File: config.mk
export PLATFORM = sky130hd
export DESIGN_NAME = aes_bram_read_arbiter
export DESIGN_NICKNAME = d
export VERILOG_FILES = /design/src/rtl/aes_bram_read_arbiter.sv
export SDC_FILE = /design/constraint.sdc
export NUM_CORES = 1
export LEC_CHECK = 0
export ABC_AREA = 1
export CORE_MARGIN = 2
export CORE_UTILIZATION = 31
export CTS_CLUSTER_DIAMETER = 80
export DETAILED_ROUTE_END_ITERATION = 10
export HOLD_SLACK_MARGIN = 0.06
export PLACE_DENSITY_LB_ADDON = 0.05
export SETUP_SLACK_MARGIN = 0.5
export SYNTH_ARGS = -nofsm -noshare
export SYNTH_HDL_FRONTEND = slang
export SYNTH_SLANG_ARGS = --single-unit
File: constraint.sdc
create_clock -name aes_clk -period 1.4 [get_ports aes_clk]
set_input_delay 0.35 -clock aes_clk [delete_from_list [all_inputs] [get_ports aes_clk]]
set_output_delay 0.35 -clock aes_clk [all_outputs]
set_load 0.03 [all_outputs]
File: src/rtl/aes_bram_read_arbiter.sv
// Round-robin arbiter sharing one BRAM read port among NUM_REQ AES controllers.
// Serialises requests, returns data/completion to the winner, and force-completes hung reads.
module aes_bram_read_arbiter #(
    parameter int          NUM_REQ        = 2,
    parameter int          GID_W          = 1,
    parameter int          TIMEOUT_CYCLES = 1024,
    parameter logic [31:0] TIMEOUT_DATA   = 32'hDEAD_BEEF
) (
    input  logic                 aes_clk,
    input  logic                 aes_rst_n,
    input  logic [NUM_REQ-1:0]   req_start_read,
    input  logic [NUM_REQ*32-1:0] req_bram_addr,
    output logic [NUM_REQ-1:0]   req_bram_complete,
    output logic [31:0]          req_read_data,
    output logic                 bram_start_read,
    output logic [31:0]          bram_addr,
    input  logic                 bram_complete,
    input  logic [31:0]          bram_read_data,
    output logic                 grant_valid,
    output logic [GID_W-1:0]     grant_id,
    output logic                 timeout_err,
    input  logic                 timeout_clr
);

    localparam int               CNT_W    = $clog2(TIMEOUT_CYCLES);
    localparam logic [CNT_W-1:0] CNT_LAST = CNT_W'(TIMEOUT_CYCLES - 1);

    typedef enum logic [1:0] {
        ST_IDLE,
        ST_WAIT,
        ST_RELEASE
    } state_t;

    state_t             state, state_nxt;
    logic [GID_W-1:0]   rr_ptr, rr_ptr_nxt;
    logic [GID_W-1:0]   grant_id_nxt;
    logic [31:0]        bram_addr_nxt;
    logic               bram_start_read_nxt;
    logic               grant_valid_nxt;
    logic [NUM_REQ-1:0] req_bram_complete_nxt;
    logic [31:0]        req_read_data_nxt;
    logic [CNT_W-1:0]   tmo_cnt, tmo_cnt_nxt;
    logic               timeout_err_nxt;
    logic               tmo_set;

    logic [2*NUM_REQ-1:0] req_rot;
    logic                 win_found;
    logic [GID_W-1:0]     win_id;
    logic [31:0]          win_addr;
    logic [NUM_REQ-1:0]   grant_onehot;
    int                   win_idx;

    // Rotating the doubled request vector by rr_ptr puts the highest-priority requester at bit 0.
    always_comb begin
        req_rot   = {req_start_read, req_start_read} >> rr_ptr;
        win_found = 1'b0;
        win_id    = '0;
        win_idx   = 0;
        for (int k = 0; k < NUM_REQ; k++) begin
            if (!win_found && req_rot[k]) begin
                win_found = 1'b1;
                win_idx   = int'(rr_ptr) + k;
                if (win_idx >= NUM_REQ) begin
                    win_idx = win_idx - NUM_REQ;
                end
                win_id = GID_W'(win_idx);
            end
        end
        win_addr     = req_bram_addr[32*win_id +: 32];
        grant_onehot = NUM_REQ'(1) << grant_id;
    end

    always_comb begin
        state_nxt             = state;
        rr_ptr_nxt            = rr_ptr;
        grant_id_nxt          = grant_id;
        bram_addr_nxt         = bram_addr;
        bram_start_read_nxt   = bram_start_read;
        grant_valid_nxt       = grant_valid;
        req_bram_complete_nxt = req_bram_complete;
        req_read_data_nxt     = req_read_data;
        tmo_cnt_nxt           = tmo_cnt;
        tmo_set               = 1'b0;

        case (state)
            ST_IDLE: begin
                if (win_found) begin
                    grant_id_nxt        = win_id;
                    bram_addr_nxt       = win_addr;
                    bram_start_read_nxt = 1'b1;
                    grant_valid_nxt     = 1'b1;
                    tmo_cnt_nxt         = '0;
                    state_nxt           = ST_WAIT;
                end
            end
            ST_WAIT: begin
                // A real completion wins over a timeout landing on the same edge.
                if (bram_complete) begin
                    req_read_data_nxt     = bram_read_data;
                    req_bram_complete_nxt = grant_onehot;
                    bram_start_read_nxt   = 1'b0;
                    state_nxt             = ST_RELEASE;
                end else if (tmo_cnt == CNT_LAST) begin
                    req_read_data_nxt     = TIMEOUT_DATA;
                    req_bram_complete_nxt = grant_onehot;
                    bram_start_read_nxt   = 1'b0;
                    tmo_set               = 1'b1;
                    state_nxt             = ST_RELEASE;
                end else begin
                    tmo_cnt_nxt = tmo_cnt + CNT_W'(1);
                end
            end
            ST_RELEASE: begin
                req_bram_complete_nxt = '0;
                grant_valid_nxt       = 1'b0;
                rr_ptr_nxt            = (int'(grant_id) >= NUM_REQ - 1) ? '0 : grant_id + GID_W'(1);
                state_nxt             = ST_IDLE;
            end
            default: begin
                state_nxt = ST_IDLE;
            end
        endcase

        timeout_err_nxt = tmo_set | (timeout_err & ~timeout_clr);
    end

    always_ff @(posedge aes_clk or negedge aes_rst_n) begin
        if (!aes_rst_n) begin
            state             <= ST_IDLE;
            rr_ptr            <= '0;
            grant_id          <= '0;
            bram_addr         <= '0;
            bram_start_read   <= 1'b0;
            grant_valid       <= 1'b0;
            req_bram_complete <= '0;
            req_read_data     <= '0;
            tmo_cnt           <= '0;
            timeout_err       <= 1'b0;
        end else begin
            state             <= state_nxt;
            rr_ptr            <= rr_ptr_nxt;
            grant_id          <= grant_id_nxt;
            bram_addr         <= bram_addr_nxt;
            bram_start_read   <= bram_start_read_nxt;
            grant_valid       <= grant_valid_nxt;
            req_bram_complete <= req_bram_complete_nxt;
            req_read_data     <= req_read_data_nxt;
            tmo_cnt           <= tmo_cnt_nxt;
            timeout_err       <= timeout_err_nxt;
        end
    end

endmodule

# Yosys cells after proc, flatten, opt, wreduce, memory -nomap -nowiden
# Cells that the tools add are included.
[word_totals]
register_bits = 83
out_inout_bits = 70
wordCells = 73
[op_classes]
addsub = 5
n_lt_le_gt_ge = 3
n_eq_ne = 7
n_shift = 3
mux = 28
bitwise_logic = 3
reduce_logical = 14
[ops]
columns = ["op", "count"]
rows = [
  ["$mux 32", 2],
  ["$shiftx 64x7->32", 1],
  ["$mux 10", 3],
  ["$pmux 10 s2", 1],
  ["$mux 1", 13],
  ["$add 10x1->10 const B", 1],
  ["$eq 10x10->1 const B", 1],
  ["$mux 2", 5],
  ["$reduce_and 2->1", 5],
  ["$pmux 2 s2", 2],
  ["$reduce_bool 2->1", 4],
  ["$ne 2x2->1 const B", 3],
  ["$pmux 1 s2", 2],
  ["$reduce_and 4->1", 1],
  ["$shr 4x1->2", 1],
  ["$ne 3x3->1 const B", 1],
  ["$reduce_and 3->1", 1],
  ["$add 1x1->2 const B", 1],
  ["$eq 2x1->1 const B", 1],
  ["$eq 2x2->1 const B", 1],
  ["$ge 1x2->1 const B", 1],
  ["$ge 2x2->1 const B", 1],
  ["$logic_not 2->1", 1],
  ["$shl 1x1->2 const A", 1],
  ["other kinds (8)", 9],
]

# Longest topological paths before layout
[logic_depth]
ltp_word = 7
mapped_depth = 9
mapped_depth_nobuf = 9

# Worst setup path before layout
# No wires, ideal clock.
[synth_timing]
path_kind = "reg2reg"
from = "register tmo_cnt[0]"
to = "register req_read_data[14]"
setup_time_ns = 0.118
t_arrival_ns = 1.310
t_required_ns = 1.282
slack_ns = -0.027
path_stages_with_launch = 10
n_path_buf = 1
period_less_slack_ns = 1.427
path_cell_list = "dfrtp_1 ha_1 nand2_2 nor2_4 nand3_2 nand2_2 nand2_4 buf_6 nand2_1 nand2_1"
[synth_between]
elab_chain_len = 3
[synth_lines]
columns = ["element", "line", "text"]
rows = [
  ["from (decl)", "42", "logic [CNT_W-1:0] tmo_cnt, tmo_cnt_nxt;"],
  ["from (signal assigned)", "148", "tmo_cnt <= tmo_cnt_nxt;"],
  ["$eq 10x10->1", "103", "end else if (tmo_cnt == CNT_LAST) begin"],
  ["$reduce_bool 2->1 (no source line)", "-", ""],
  ["$reduce_and 2->1 (no source line)", "-", ""],
  ["to (signal assigned)", "147", "req_read_data <= req_read_data_nxt;"],
  ["to (decl)", "14", "output logic [31:0] req_read_data,"],
]
# No other way between the ends.
# A chain may end at the register's enable or synchronous reset.

# Worst setup path in the final report
[layout_timing]
from = "register tmo_cnt[0]"
to = "register tmo_cnt[6]"
[layout_between]
elab_chain_len = 4
elab_cells_between_ends = 7
classes_between = "1 x add/sub; 2 x eq/ne; 3 x mux; 1 x reduce/logical"
[layout_lines]
columns = ["element", "line", "text"]
rows = [
  ["$add 10x1->10", "110", "tmo_cnt_nxt = tmo_cnt + CNT_W'(1);"],
  ["$mux 10", "103", ""],
  ["$mux 10", "98", "if (bram_complete) begin"],
  ["$pmux 10 s2", "85", "case (state)"],
]
# Parallel ways exist; a longest one is shown, timed or not. The select of a mux whose other input is x is not followed.

==> run summary <==
Min-Delay Path Class = input pin to async pin
wire per inst = 15.8 µm
Seq/Total Area, Yosys = 53.3%
# diodes = 0
Clock Sinks = 83
vias in the first global route = 3,933
met1 usage = 25.2%
I/O pins = 172
Netlist cell types = 26
CTS root buffer = clkbuf_16
Die Span Y = 116 µm
worst setup path class = flop to flop
Area growth syn-to-layout = 93.9%
routed vias/inst = 4.73
sequential fraction of design power = 24.2%
Port-buffer cells = 171
outcome = finished, violations left
Final Cycle Share = 104%
H-tree depth = 3
row cnt = 40
Post-synth ARST share = 100%
layout cell share with drive strength beyond 1 = 38.9%
gr busiest metal = met2
max-cap viol count = 0
Vias = 4,064
drt drc = 0
CP arrival = 1680 ps
Worst Setup Start Kind = flop
crit end category = flop
Comb power frac = 62.1%
Yosys top cell area share = 53.3%
Core Util, Final = 62.2%
cell taking the most area after synthesis = dfrtp_1
GRT Total Usage = 19.5%
Final min period = 1460 ps
Fin. Hold Viols = 0
CORE AREA = 12,200 µm²
DR pass1 iterations = 4
skew final = 5.15 ps
RSZ-0062 raised after global routing = yes
WP data required = 1620 ps
CP Max Fanout = 10
die width = 116 µm
Post-synth EDFFs = 0
synthesized area per cell = 8.82 µm²
Mapped Nets = 545
TritonCTS Buffers = 9
Post-synth top flop = dfrtp_1
Crit-path slowest cell = dfrtp_1
antenna violations before repair = 0
iteration-0 DRC count of the detailed router = 215
met3 GRT Util = 4.36%
Fmax achieved = 687 MHz
CTS tree = yes
mapped cell area = 3900 µm²
CTS max path bufs = 2
#FFs+latches synth = 83
failing checks = setup timing
GP Congestion = 0.764
Clk pwr share = 13.7%
Starting Density = 32.1%
sw power = 7070 µW
area of the die = 13,500 µm²
Setup Viol. Count Final = 44
hold buffer count at CTS = 0
drt total wl = 13,500 µm
Tightest Pin Transition = 463 ps
largest net degree at the start of global routing = 84
Syn Inst Count = 442
Peak VDD IR = 0.00101 V
DRT antenna net count = 0
crit path cell chain = ha_2 > nand2_2 > nor2_4 > nand3_4 > nand2_8 > nand2_4 > buf_12 > nand2_1 > o21ai_1
Slew Limit Fails = 0
pre-CTS setup slack = -341 ps
Worst-path clk slew = 70 ps
commonest non-fill, non-tap cell in the layout = clkdlybuf4s50_1
met2 global-route usage = 32.4%
most frequent cells in the layout = clkdlybuf4s50_1 (98), nand2_1 (81), dfrtp_1 (81), buf_6 (67), buf_4 (61)
nets = 789
Sw Ratio = 40.8%
slew margin rel. = 69.2%
Syn. warnings = 0
global-route wire length before repair = 20,400 µm
Clock Latency Late Sink = 340 ps
internal power = 10,300 µW
pwr dens = 2290 nW/µm²
Lkg Pwr = 0.00339 µW
CP max stage delay = 360 ps
final worst slack = -56.6 ps
grt ovf = 0
hpwl dp = 8450 µm
ranking of synthesized cells by area = dfrtp_1 (53%), nand2_1 (8.6%), nor2_1 (6.3%)
## critical path, delay by kind of cell (launching register included)
kind,cells,cell delay [ps]
and+or+nand+nor,6,590
DFF,1,360
adders and majority gates,1,190
buffers and inverters,1,160
AOI/OAI and AO/OA,1,60
## power groups by stage
stage	Clock (µW)	Sequential (µW)	Combinational, µW
after floorplan	0	5660	2600
after global placement	0	4030	7710
after detailed placement	0	4050	7800
after CTS	2450	4200	9530
after global routing	2510	4280	11400
final	2380	4190	10800
## layout make-up
class	count	area [µm²]
Inverter	43	174
Fill cell	1041	4600
Tap cell	168	210
Multi-Input combinational cell	287	1860
Sequential cell	83	2080
Clock inverter	7	68.8
Timing Repair Buffer	262	2940
Clock buffer	9	225
## per-layer routing
layer | vias to the layer above | routed length [µm]
li1 | 1956 | -
met1 | 1954 | 5680
met3 | 19 | 686
met5 | - | 0
met2 | 135 | 6900
met4 | 0 | 278
## repair_timing
action / CTS / global route
gates cloned: 7 / 2
pin swaps: 13 / 6
setup endpoints to repair: 153 / 153
endpoints found under the hold margin: 0 / 8
setup buffers: 22 / 24
resized for setup: 403 / 48
## kinds of logic (layout without fill, tap and decap cells)
family / after synthesis / count (layout) / share of synthesized area, %
simple gates: 183 / 183 / 19.3
compound gates: 102 / 102 / 18.6
flops: 83 / 83 / 53.3
buf+inv: 72 / 321 / 8.25
fa+ha+maj: 1 / 1 / 0.321
xor+xnor: 1 / 1 / 0.225
## Yosys cell counts, types with 2 or more instances
library cell,n
nand2_1,89
dfrtp_1,83
nor2_1,65
inv_1,41
a31oi_1,32
o211ai_1,32
a21oi_2,24
nand3_1,19
clkbuf_1,14
buf_2,8
a21oi_1,6
buf_6,4
o21ai_0,4
buf_4,3
nand2_2,3
inv_2,2
nor2_2,2
nor2_4,2
o21ai_1,2
## sequential cells by signal, summed over array words and instances, names as in the netlist
name,count
state,2
timeout_err,1
req_read_data,32
bram_start_read,1
req_bram_complete,2
bram_addr,32
tmo_cnt,10
grant_id,1
grant_valid,1
rr_ptr,1
## final timing paths
kind / start / endpoint / slack, ps / depth (start not counted)
worst max-delay path: tmo_cnt[0] / tmo_cnt[6] / -60 / 9
worst min-delay path: aes_rst_n / bram_addr[10] / 30 / 2
worst max register to register: tmo_cnt[0] / tmo_cnt[6] / -60 / 9
worst min register to register: req_read_data[8] / req_read_data[8] / 500 / 2
max in group asynchronous: aes_rst_n / bram_addr[22] / 980 / 2
min in group aes_clk: req_read_data[8] / req_read_data[8] / 500 / 2
## per-stage QoR
stage / TNS, ps / hold slack, ps / cell area, µm² / total power [µW] / instances
after floorplan: 0 / 54.4 / 3970 / 8260 / 442
after global placement: -18560 / 425 / 6150 / 11700 / 788
after detailed placement: -19930 / 429 / 6150 / 11900 / 788
after CTS: -325 / 61.5 / 7110 / 16200 / 833
after global routing: -5670 / 35.7 / 7560 / 18200 / 859
final: -1300 / 30.3 / 7560 / 17300 / 859
No activity file was read; power rests on OpenSTA's default activity.
